File: config.mk
export PLATFORM = sky130hd
export DESIGN_NAME = c_samq_pop_sched
export DESIGN_NICKNAME = d
export VERILOG_FILES = /design/src/rtl/c_samq_pop_sched.sv
export SDC_FILE = /design/constraint.sdc
export NUM_CORES = 1
export LEC_CHECK = 0
export ABC_AREA = 1
export CAP_MARGIN = 10
export CORE_UTILIZATION = 32
export DETAILED_ROUTE_END_ITERATION = 8
export GPL_TIMING_DRIVEN = 0
export SYNTH_ARGS = -nofsm -noshare
export SYNTH_HDL_FRONTEND = slang
export SYNTH_SLANG_ARGS = --single-unit
File: constraint.sdc
create_clock -name i_clk -period 7.6 [get_ports i_clk]
set_input_delay 1.14 -clock i_clk [delete_from_list [all_inputs] [get_ports i_clk]]
set_output_delay 1.14 -clock i_clk [all_outputs]
set_load 0.02 [all_outputs]
File: src/rtl/c_samq_pop_sched.sv
// Pop-side round-robin scheduler for a statically allocated multi-queue.
// Grants at most one non-empty, credited queue per cycle and tracks downstream credits per queue.
module c_samq_pop_sched #(
    parameter int num_queues  = 4,
    parameter int num_credits = 4
) (
    input  logic                  i_clk,
    input  logic                  i_reset,
    input  logic                  i_active,
    input  logic [num_queues-1:0] i_empty_qu,
    input  logic                  i_stall,
    input  logic [num_queues-1:0] i_credit_return_qu,
    output logic                  o_pop_valid,
    output logic [num_queues-1:0] o_pop_sel_qu,
    output logic [num_queues-1:0] o_credits_avail_qu,
    output logic [num_queues-1:0] o_errors_qu
);

    localparam int              CW         = $clog2(num_credits + 1);
    localparam logic [CW-1:0]   CREDIT_MAX = CW'(num_credits);
    localparam logic [num_queues-1:0] ONE  = num_queues'(1);

    logic [CW-1:0]         r_credit [num_queues];
    logic [num_queues-1:0] r_prio_qu;

    logic [num_queues-1:0] w_elig;
    logic [num_queues-1:0] w_avail;
    logic [num_queues-1:0] w_full;
    logic [num_queues-1:0] w_mask;
    logic [num_queues-1:0] w_hi;
    logic [num_queues-1:0] w_pick_hi;
    logic [num_queues-1:0] w_pick_all;
    logic [num_queues-1:0] w_grant;
    logic [num_queues-1:0] w_inc;
    logic                  w_pop;

    always_comb begin
        for (int q = 0; q < num_queues; q++) begin
            w_avail[q] = (r_credit[q] != '0);
            w_full[q]  = (r_credit[q] == CREDIT_MAX);
        end
    end

    assign w_elig = ~i_empty_qu & w_avail;

    // Requests at or above the priority pointer win; otherwise wrap to the lowest requester.
    assign w_mask     = ~(r_prio_qu - ONE);
    assign w_hi       = w_elig & w_mask;
    assign w_pick_hi  = w_hi & (~w_hi + ONE);
    assign w_pick_all = w_elig & (~w_elig + ONE);

    assign w_pop   = i_active & ~i_stall & (|w_elig);
    assign w_grant = !w_pop ? '0 : ((|w_hi) ? w_pick_hi : w_pick_all);
    assign w_inc   = i_credit_return_qu;

    assign o_pop_valid        = w_pop;
    assign o_pop_sel_qu       = w_grant;
    assign o_credits_avail_qu = w_avail;
    assign o_errors_qu        = w_inc & ~w_grant & w_full;

    always_ff @(posedge i_clk) begin
        if (i_reset) begin
            r_prio_qu <= ONE;
        end else if (w_pop) begin
            r_prio_qu <= {w_grant[num_queues-2:0], w_grant[num_queues-1]};
        end
    end

    // Returns are accepted even while inactive so no credit is ever lost.
    always_ff @(posedge i_clk) begin
        for (int q = 0; q < num_queues; q++) begin
            if (i_reset) begin
                r_credit[q] <= CREDIT_MAX;
            end else if (i_active | w_inc[q]) begin
                if (w_grant[q] & ~w_inc[q]) begin
                    r_credit[q] <= r_credit[q] - CW'(1);
                end else if (w_inc[q] & ~w_grant[q] & ~w_full[q]) begin
                    r_credit[q] <= r_credit[q] + CW'(1);
                end
            end
        end
    end

endmodule

==> impl_results.md, run 1 <==
- Post-Place Worst Slack: 3.32 ns
- Maximum clock insertion buffer count: 2
- Area Growth Syn to Fin: 24.7%
- RSZ-0062 raised after global routing: false
- CP cell instances: clkdlybuf4s50_1 > inv_1 > nand3_1 > nand2_2 > nor2_2 > nand3_2 > nand2_1 > nor2_2 > nor3_1 > clkdlybuf4s50_1
- Headroom to the max-slew limit: 0.753
- Reg2reg path depth: 14
- Status: finished, final reports clean
- PostCTS Resize Cnt: 0
- Share of cells above drive strength 1: 0.249
- Leading post-synthesis cells by instance count: nand2_1, inv_1, nor2_1
- Adder-cell area share of the yosys netlist: 0.0996
- Clock transition at path regs: 0.06 ns
- Crit path launch: i_empty_qu[1]
- Post-Synth XOR/XNOR Area: 0.0421
- Final GP Congestion: 0.750
- Final Critical Period: 4.30 ns
- Most area-consuming cells after synthesis: edfxtp_1, ha_1, nand2_1
- Crit path depth: 10
- CTS buffer count: 3
- Buffers and inverters on the worst path: 3
- Initial Util: 0.335
- Via Count: 1135
- R2R Path End: r_credit[2][2]
- Max-cap viol count: 0
- Nets: 221
- Hold Path Class: register to register
- Die area: 4830 um^2
- Leakage: 0.788 nW
- Critical Path Start Type: input pin
- Mapped Nets: 192
- Crit-path max cell delay: 0.63 ns
- Most frequent cell after synthesis: nand2_1
- Post-synthesis compound-gate area fraction: 0.0627
- Worst setup endpoint: o_errors_qu[1]
- Critical path's top delay family: buffers and inverters
- Seq/Total Area, Yosys: 0.302
- Largest net degree at the start of global routing: 11
- Max frequency: 233 MHz
- Netlist cell types: 30
- Clock sinks: 16
- Fin. max-slew vios: 0
- Mean number of vias per cell: 4.56
- I/O pin count: 25
- GRT Total Usage: 0.123
- Mean post-synth cell area: 8.63 um^2
- DPL Wire Length: 2300 um
- Final hold viol count: 0
- FF+latch count, synth: 16
- WP data required: 6.46 ns
- Cell area after synthesis: 1460 um^2
- Drt wl/cell: 11.2 um
- Crit-path slowest cell: clkdlybuf4s50_1
- Routed Antenna Nets: 0
- Row count: 24
- CP Class: input pin to output pin
- Synth warn: 0
- Clk_skew: 0.00388 ns
- Worst R2R Start: r_credit[1][0]
- Hold buffers post-CTS: 0
- Die Span X: 69.5 um
- DR iter-0 viols: 53
- Mapped Cells: 169
- Synth area leader: edfxtp_1
- Yosys top cell area share: 0.247
- IO buf count: 24
- Final Non-Filler Cells: 249
- Worst skew pair latency: 0.25 ns
- H-tree Lvls: 1
- Remaining DRCs: 0
- Remaining global-route overflow: 0
- DR pass1 iterations: 4
- Root Driver: clkbuf_8
- EDFF count, synth: 12
- Crit end category: output pin
- Initial antenna violation count: 0
- Vias in the first global route: 1095
- Main flop type after synthesis: edfxtp_1
- Worst EP arrival: 3.16 ns
- Post-Synth Simple-Gate Area: 0.390
- Slew @ Worst Pin: 0.370 ns
- Largest family of logic cells by synthesized area: simple AND/OR/NAND/NOR gates
- Tcrit/Tclk final: 0.566
- Routed WL: 2780 um
- Reg2reg setup slack: 4.94 ns
- Crit Path Max Fanout: 4
- CORE AREA: 4350 um^2
- Post CTS Setup Buffer Count: 0
- Asr flop ratio synth: 0
- Endpoints failing setup: 0
- Post-synthesis mux area share: 0.0137
- Antenna diode count: 0
- CTS tree: done
- Slack of the critical path: 3.30 ns
- Worst VDD drop: 0.0780 mV
- # placed instances: 245
- Fill count: 430
- Post-route setup TNS: 0 ns
- Global-route wire length before repair: 4770 um
- Die Ht: 69.5 um
- Pwr Density: 151 nW/um^2
## cell families (layout without fill, tap and decap cells)
group,Yosys count,after routing
simple gates,86,86
buf+inv,34,62
flops,16,16
compound gates,13,13
fa+ha+maj,11,11
xor+xnor,7,7
mux,2,2
## how the worst min path moves through the flow
stage | slack, ns | from | to | cells after the start
floorplan | 0.45 | r_prio_qu[3] | r_prio_qu[3] | 2
global placement | 0.47 | r_prio_qu[1] | r_prio_qu[1] | 2
detailed placement | 0.48 | r_prio_qu[1] | r_prio_qu[1] | 2
CTS | 0.49 | r_prio_qu[1] | r_prio_qu[1] | 2
global route | 0.51 | r_prio_qu[1] | r_prio_qu[1] | 2
finish | 0.48 | r_prio_qu[1] | r_prio_qu[1] | 2
## sequential cells by signal, indices dropped and copies added, names as in the netlist
register and flops:
r_credit 12, r_prio_qu 4
## cell type report
type | instances | area (um^2) | area share
clock buffers | 4 | 55.1 | 0.0303
plain buffers | 1 | 5.00 | 0.00275
flip-flops and latches | 16 | 440 | 0.242
repair buffers | 24 | 240 | 0.132
inverters | 33 | 126 | 0.0695
multi-input cells | 119 | 886 | 0.487
well taps | 52 | 65.1 | 0.0358
## per-layer routing
layer	global-route usage	wire, um	vias to the layer above
li1	-	-	607
met1	0.166	1400	507
met2	0.191	1230	17
met3	0.0203	106	4
met4	0.0612	42	0
met5	0	0	-
## placed cells by master, fill, tap and decap left out
cell,Yosys,routed
nand3_2,5,5
nor2_1,17,17
o21ai_1,2,2
o211ai_1,2,2
nand3_1,6,6
nand4_4,2,2
nand4_2,2,2
xor2_1,6,6
o21ai_4,1,1
dfxtp_1,4,4
a21boi_2,1,1
inv_1,23,23
fa_1,1,1
a21oi_2,1,1
nand2_2,7,7
inv_4,1,1
mux2i_1,2,2
nor3_1,3,3
nand2_1,24,24
inv_2,9,9
ha_1,10,10
nand2_4,5,5
xnor2_1,1,1
a21oi_1,6,6
buf_2,1,1
edfxtp_1,12,12
nand3_4,5,5
nand4_1,4,4
nor2_2,5,5
nand3b_1,1,1
clkbuf_8,0,4
clkdlybuf4s50_1,0,24
## stage by stage
step                hold WS [ns]  utilization  power (mW)  cell area, um^2
floorplan                  0.451            -       0.174             1460
global placement           0.472        0.405       0.200             1760
detailed placement         0.475        0.405       0.201             1760
CTS                        0.487        0.418       0.278             1820
global route               0.515        0.418       0.292             1820
finish                     0.484        0.418       0.275             1820
## report_power, final
part | switching, mW | internal, mW | total [mW]
sequential | 0.00596 | 0.102 | 0.108
combinational | 0.0532 | 0.0368 | 0.0900
clock | 0.0308 | 0.0460 | 0.0768
## worst min-delay path, delay by kind of cell, from the launching register on
family,cells,cell delay [ns]
flops,1,0.32
compound gates,1,0.05
simple gates,1,0.06
(Power assumes the default switching activity.)
==> run 2, diff against run 1 <==
==> constraint.sdc (replaced) <==
create_clock -name i_clk -period 4.2 [get_ports i_clk]
set_input_delay 0.63 -clock i_clk [delete_from_list [all_inputs] [get_ports i_clk]]
set_output_delay 0.63 -clock i_clk [all_outputs]
set_load 0.02 [all_outputs]
==> results of run 2 <==
The final DEF is identical to that of run 1. Status: finished, final reports clean.
Main changes from that run: setup slack after placement 3.32 ns -> 0.940 ns; setup slack after layout 3.30 ns -> 0.922 ns; register-to-register setup slack 4.94 ns -> 1.54 ns; total power 0.275 mW -> 0.498 mW; worst IR drop on VDD 0.0780 mV -> 0.141 mV
==> run 3, diff against run 2 <==
==> constraint.sdc (replaced) <==
create_clock -name i_clk -period 2.9 [get_ports i_clk]
set_input_delay 0.435 -clock i_clk [delete_from_list [all_inputs] [get_ports i_clk]]
set_output_delay 0.435 -clock i_clk [all_outputs]
set_load 0.02 [all_outputs]
==> impl_results.md, run 3 (synthesis results as in run 1) <==
- Status: finished, final reports clean
- Worst EP arrival: 2.33 ns
- Largest register FFs: 12
- Headroom to the max-slew limit: 0.753
- RSZ-0062 raised after global routing: false
- Maximum clock insertion buffer count: 2
- CTS buffer count: 3
- Met2 Routed Length: 1240 um
- Share of cells above drive strength 1: 0.249
- Die Ht: 69.5 um
- Area after DPL: 1760 um^2
- Hold buffers post-CTS: 0
- Finished layout cell area: 1820 um^2
- DR pass1 iterations: 4
- Leakage: 0.849 nW
- Hold Path Class: register to register
- Slew @ Worst Pin: 0.370 ns
- Via Count: 1137
- Clock transition at path regs: 0.06 ns
- Routed Antenna Nets: 0
- Biggest regs: r_credit (12), r_prio_qu (4)
- Vias in the first global route: 1095
- Clock sinks: 16
- Final hold viol count: 0
- Fill count: 430
- Nets: 221
- Root Driver: clkbuf_8
- Max frequency: 362 MHz
- Crit Path Max Fanout: 5
- Row count: 24
- Remaining DRCs: 0
- Largest net degree at the start of global routing: 11
- Worst VDD drop: 0.204 mV
- Die area: 4830 um^2
- Commonest non-fill, non-tap cell in the layout: nand2_1
- Mean number of vias per cell: 4.57
- CP Class: register to output pin
- Commonest cells after routing, fill and taps aside: nand2_1, inv_1, clkdlybuf4s50_1
- Antenna diode count: 0
- Met1 Wirelength: 1400 um
- Routed WL: 2780 um
- Remaining global-route overflow: 0
- GRT Total Usage: 0.123
- CTS tree: done
- Met3 WL post-DR: 103 um
- Pwr Density: 394 nW/um^2
- Worst skew pair latency: 0.25 ns
- Endpoints failing setup: 0
- Final Critical Period: 2.76 ns
- DPL Wire Length: 2300 um
- Critical Path Start Type: register
- Global-route wire length before repair: 4770 um
- Drt wl/cell: 11.2 um
- Max Used Layer: met4
- WP data required: 2.47 ns
- Post CTS Setup Buffer Count: 0
- Initial antenna violation count: 0
- I/O pin count: 25
- Tcrit/Tclk final: 0.953
- IO buf count: 24
- Area Growth Syn to Fin: 25.0%
- Initial Util: 0.335
- Die Span X: 69.5 um
- Final GP Congestion: 0.750
- Crit end category: output pin
- Max-cap viol count: 0
- CORE AREA: 4350 um^2
- H-tree Lvls: 1
- Top reg by flops: r_credit
- DR iter-0 viols: 64
- Post-route setup TNS: 0 ns
- Fin. max-slew vios: 0
- Clk_skew: 0.00388 ns
[run 3: changes by cell type in the layout (fill, tap and decap cells not counted), sizes merged]
cell and delta:
dlygate4sd2 +3, clkdlybuf4s50 -6, dlymetal6s2s +3
[run 3: timing repair]
action,in CTS,in global routing
pin swaps,0,0
setup endpoints to repair,3,3
gates resized for setup,3,3
[run 3: report_power, final]
| part | leakage, nW | switching (mW) | internal (mW) |
|---|---|---|---|
| clock | 0.0288 | 0.0807 | 0.120 |
| sequential | 0.148 | 0.0156 | 0.268 |
| combinational | 0.672 | 0.139 | 0.0930 |
[run 3: cell type report]
type / instances / area [um^2] / area share
plain buffers: 1 / 5.00 / 0.00275
clock buffers: 4 / 55.1 / 0.0302
inverters: 33 / 126 / 0.0694
multi-input cells: 119 / 886 / 0.486
flip-flops and latches: 16 / 440 / 0.242
well taps: 52 / 65.1 / 0.0357
repair buffers: 24 / 244 / 0.134
[run 3: final timing paths]
| check | from | to | slack (ns) | depth (start not counted) |
|---|---|---|---|---|
| hold / removal | r_prio_qu[1] | r_prio_qu[1] | 0.48 | 2 |
| setup reg to reg | r_credit[1][0] | r_credit[2][2] | 0.24 | 14 |
| setup / recovery | r_credit[1][0] | o_pop_sel_qu[3] | 0.14 | 9 |
| hold reg to reg | r_prio_qu[1] | r_prio_qu[1] | 0.48 | 2 |
[run 3: routing by layer]
layer,vias to the layer above,GRT usage
met2,17,0.191
met1,508,0.166
met5,-,0
met3,4,0.0203
met4,0,0.0612
li1,608,-
[run 3: worst max-delay path: stages (launching register included)]
cell	delay, ns
edfxtp_1	0.41
inv_1	0.12
ha_1	0.23
nand2_4	0.09
nand3_1	0.09
nand2_2	0.08
nor2_2	0.23
nand3_4	0.14
inv_2	0.09
clkdlybuf4s50_1	0.60
[run 3: per-stage QoR]
step / setup WS [ns] / power, mW / std cells / hold slack, ns / utilization
floorplan: 0.423 / 0.457 / 169 / 0.451 / -
global placement: 0.00289 / 0.524 / 245 / 0.472 / 0.405
detailed placement: 0.0300 / 0.526 / 245 / 0.475 / 0.405
CTS: 0.0240 / 0.726 / 249 / 0.487 / 0.417
global route: 0.0140 / 0.762 / 249 / 0.515 / 0.418
finish: 0.137 / 0.717 / 249 / 0.484 / 0.418
